--- config.mk ---
export PLATFORM = sky130hd
export DESIGN_NAME = cache_fill_fsm
export DESIGN_NICKNAME = d
export VERILOG_FILES = /design/src/rtl/cache_fill_fsm.sv
export SDC_FILE = /design/constraint.sdc
export NUM_CORES = 1
export LEC_CHECK = 0
export CAP_MARGIN = 25
export CORE_MARGIN = 2
export CORE_UTILIZATION = 31
export CTS_CLUSTER_DIAMETER = 150
export DETAILED_ROUTE_END_ITERATION = 7
export GPL_TIMING_DRIVEN = 1
export PLACE_DENSITY_LB_ADDON = 0.15
export SLEW_MARGIN = 15
export SYNTH_ARGS = -nofsm -noshare
export SYNTH_HDL_FRONTEND = slang
export SYNTH_SLANG_ARGS = --single-unit
--- constraint.sdc ---
create_clock -name clk -period 1.2 [get_ports clk]
set_input_delay 0.18 -clock clk [delete_from_list [all_inputs] [get_ports clk]]
set_output_delay 0.18 -clock clk [all_outputs]
set_load 0.005 [all_outputs]
--- src/rtl/cache_fill_fsm.sv ---
// cache_fill_fsm: streams an 8-word line from pipelined memory into the cache, then writes its tag
module cache_fill_fsm (
    input  logic        clk,
    input  logic        rst_n,
    input  logic        miss_detected,
    input  logic [15:0] miss_address,
    input  logic [15:0] memory_data,
    input  logic        memory_data_valid,
    output logic        fsm_busy,
    output logic        mem_en,
    output logic [15:0] memory_address,
    output logic [15:0] cache_addr,
    output logic [15:0] data_out,
    output logic        write_data_array,
    output logic [7:0]  tag_out,
    output logic        write_tag_array,
    output logic        fill_done
);
    localparam int WORDS = 8;

    typedef enum logic [1:0] {IDLE, FILL, TAG} state_t;

    state_t      state, state_nxt;
    logic [3:0]  issue_cnt;
    logic [2:0]  recv_cnt;
    logic [15:0] line_base;

    // state register plus request/response counters and the latched line address
    always_ff @(posedge clk or negedge rst_n) begin
        if (!rst_n) begin
            state     <= IDLE;
            issue_cnt <= '0;
            recv_cnt  <= '0;
            line_base <= '0;
        end else begin
            state <= state_nxt;
            if (state == IDLE && miss_detected) begin
                line_base <= miss_address & 16'hFFF0;
                issue_cnt <= '0;
                recv_cnt  <= '0;
            end else if (state == FILL) begin
                if (mem_en) issue_cnt <= issue_cnt + 4'd1;
                if (memory_data_valid) recv_cnt <= recv_cnt + 3'd1;
            end
        end
    end

    // next state and outputs; word offsets are spliced into addr[3:1] so they never carry out of the line
    always_comb begin
        state_nxt        = state;
        fsm_busy         = 1'b0;
        mem_en           = 1'b0;
        memory_address   = '0;
        cache_addr       = '0;
        data_out         = '0;
        write_data_array = 1'b0;
        tag_out          = '0;
        write_tag_array  = 1'b0;
        fill_done        = 1'b0;
        case (state)
            IDLE: state_nxt = miss_detected ? FILL : IDLE;
            FILL: begin
                fsm_busy         = 1'b1;
                mem_en           = issue_cnt < 4'(WORDS);
                memory_address   = mem_en ? {line_base[15:4], issue_cnt[2:0], 1'b0} : 16'h0000;
                write_data_array = memory_data_valid;
                data_out         = memory_data_valid ? memory_data : 16'h0000;
                cache_addr       = memory_data_valid ? {line_base[15:4], recv_cnt, 1'b0} : line_base;
                state_nxt        = (memory_data_valid && recv_cnt == 3'(WORDS - 1)) ? TAG : FILL;
            end
            TAG: begin
                fsm_busy        = 1'b1;
                write_tag_array = 1'b1;
                cache_addr      = line_base;
                fill_done       = 1'b1;
                tag_out         = {line_base[15:10], 1'b1, 1'b0};
                state_nxt       = IDLE;
            end
            default: state_nxt = IDLE;
        endcase
    end
endmodule

==> metrics.yaml <==
power_density_nw_per_um2: 2710
yosysWarningCount: 0
root_buffer: "clkbuf_8"
die_y_um: 69.6
htreeDepth: 1
hold_ws_ns: 0.260
area_growth_pct: 131
finalCritPeriodShare: 1.50
synthTopCellsByCount: "and2_1, dfrtp_1, and3_1"
final-hold-violation-count: 0
multi_input_area_sq_um: 1030
finalSetupTns_ns: -34.97
dpl_cell_area_sq_um: 2370
critPathMaxFanout: 6
synth_cells: 133
crit_type: "reg2out"
crit_path_start_kind: "flip-flop"
arrival_ns: 1.62
nNetsFinal: 303
synthFlopType: "dfrtp_1"
dp_hpwl_um: 2960
required_ns: 1.02
max_freq_mhz: 555
grt_start_max_net_pins: 22
grtUsageMet2: 0.387
rr_startpoint: "state[0]$_DFF_PN0_"
wl_per_cell_um: 16.3
ys_seq_area_frac: 0.394
final_cells: 310
fin_ws_ns: -0.601
switchingPower_mw: 2.68
yosysTopAreaCell: "dfrtp_1"
grt_setup_unrepaired: "yes"
grt_usage: 0.204
yosysMostFrequentCell: "and2_1"
critPathLaunch: "state[1]$_DFF_PN0_"
vias: 1457
place_ws_ns: -0.670
grtUsageMet1: 0.238
insertion_delay_ns: 0.26
clock_power_share: 0.056
die_w_um: 69.6
routed_wl_um: 5050
internal_power_mw: 5.67
cts_tree: "built"
num_antenna_cells: 0
drive_above_1_share: 0.727
start_util: 0.327
numCtsBuffers: 3
synth_top_area_share: 0.394
maxCapViolations: 0
gr-usage-met3: 0.0291
grt_pass1_wl_um: 8070
gp_congestion: 0.753
grt.overflow.total: 0
power.leakage_nw: 1.49
swShare: 0.321
busiest_layer: "met2"
clock_skew_ns: 0.00707
async_flop_share: 1.00
clk_pin_slew_ns: 0.08
fillCellCount: 271
antenna_found_initial: 0
worst_ir_drop_vdd_mv: 1.60
hold_class: "in2async"
slew_violations: 0
period_minus_slack_ns: 1.80
design_area_sq_um: 3080
route.detailed.drc: 0
dp.cells: 282
cts_buffer_depth: 2
failed_checks: "setup timing"
cts_sinks: 21
ant_nets: 0
avgViaCountPerCell: 4.70
synth_edf_count: 0
drtPass1Iterations: 4
io_pins: 97
reg2reg_to: "issue_cnt[2]$_DFFE_PN0P_"
setup_viol: 79
num_rows: 23
r2r_cells: 9
synthDistinctLibCells: 25
power_frac_comb: 0.781
synth_seq_cells: 21
syn-cell-area_sq_um: 1340
r2r_slack_ns: -0.45
p_seq_frac: 0.164
yosys-top-cells-area: "dfrtp_1, and2_1, mux2_2"
fp.coreArea_sq_um: 4090
syn_avg_cell_area_sq_um: 10.0
ff_latch_area_sq_um: 526
status: "finished with violations"
die_area_sq_um: 4850
io_buffers: 89
cp-end-kind: "output port"
grt_pass1_vias: 1618
first_iter_violations: 32
sequential cells by signal, summed over array words and instances (netlist names):
| name | cells |
|---|---|
| state | 2 |
| recv_cnt | 3 |
| issue_cnt | 4 |
| line_base | 12 |
layer usage:
layer  up-vias  wire, um  part of all wire
li1        687         -                 -
met1       718      1970              0.39
met2        46      2790              0.55
met3         6       237             0.047
met4         0        50            0.0099
met5         -         0                 0
kinds of logic (layout without fill, tap and decap cells):
kind of cell	count (synthesis)	count (layout)	synth area share
xor gates and xnor gates	3	3	0.0197
adders and majority gates	6	6	0.0562
other	1	3	0.00281
buffers and inverters	17	141	0.0890
AOI/OAI and AO/OA	5	5	0.0253
and+or+nand+nor	67	68	0.305
DFF	21	21	0.394
muxes	13	13	0.109
timing repair:
action,CTS,global route
hold buffers,0,0
endpoints found under the setup margin,79,79
setup buffers,21,9
hold endpoints to repair,0,0
cloned,4,0
gates resized for setup,353,55
pin swaps,25,16
worst max-delay path by stage:
stage / to / slack, ns / cells past startpoint
after floorplan: cache_addr[10] / -0.12 / 5
after global placement: memory_address[13] / -0.64 / 6
after detailed placement: memory_address[10] / -0.67 / 6
after CTS: cache_addr[14] / -0.65 / 7
after global routing: cache_addr[9] / -0.65 / 7
final: cache_addr[9] / -0.60 / 7
stage by stage:
stage / power [mW] / utilization
3_3_place_gp: 5.17 / 0.580
3_5_place_dp: 5.30 / 0.580
4_1_cts: 7.64 / 0.707
6_report: 8.35 / 0.754
2_1_floorplan: 2.99 / -
5_1_grt: 8.86 / 0.754
cells in the final DEF, fill, tap and decap left out, drive strengths merged:
cell / synthesis / layout
conb: 1 / 3
a41oi: 1 / 1
xor2: 1 / 1
nor2b: 1 / 1
o21a: 1 / 1
nor2: 5 / 5
buf: 10 / 101
nand2: 6 / 6
xnor2: 2 / 2
dfrtp: 21 / 21
clkdlybuf4s50: 0 / 31
inv: 3 / 3
and2: 34 / 35
clkbuf: 4 / 6
nand3b: 1 / 1
mux2i: 1 / 1
a21oi: 2 / 2
and3: 20 / 20
a21o: 1 / 1
ha: 6 / 6
mux2: 12 / 12
worst max-delay path, cell delays in order, from the launching register on:
cell,delay (ns)
dfrtp_1,0.40
inv_2,0.08
buf_6,0.12
ha_4,0.26
o21a_4,0.15
buf_6,0.13
and2_4,0.14
buf_6,0.09
power by group through the flow:
| stage | registers, mW | logic [mW] | clock network (mW) |
|---|---|---|---|
| final | 1.37 | 6.52 | 0.465 |
| after global routing | 1.41 | 6.94 | 0.503 |
| after CTS | 1.32 | 5.84 | 0.484 |
| after detailed placement | 1.29 | 4.01 | 0 |
| after global placement | 1.28 | 3.89 | 0 |
| after floorplan | 1.25 | 1.73 | 0 |
layout make-up:
| type | instances | share of cell area |
|---|---|---|
| Clock buffer | 4 | 0.0146 |
| Multi-Input combinational cell | 98 | 0.333 |
| Inverter | 3 | 0.00447 |
| Timing Repair Buffer | 134 | 0.457 |
| Sequential cell | 21 | 0.171 |
| Tap cell | 50 | 0.0203 |
(Power assumes the default switching activity.)
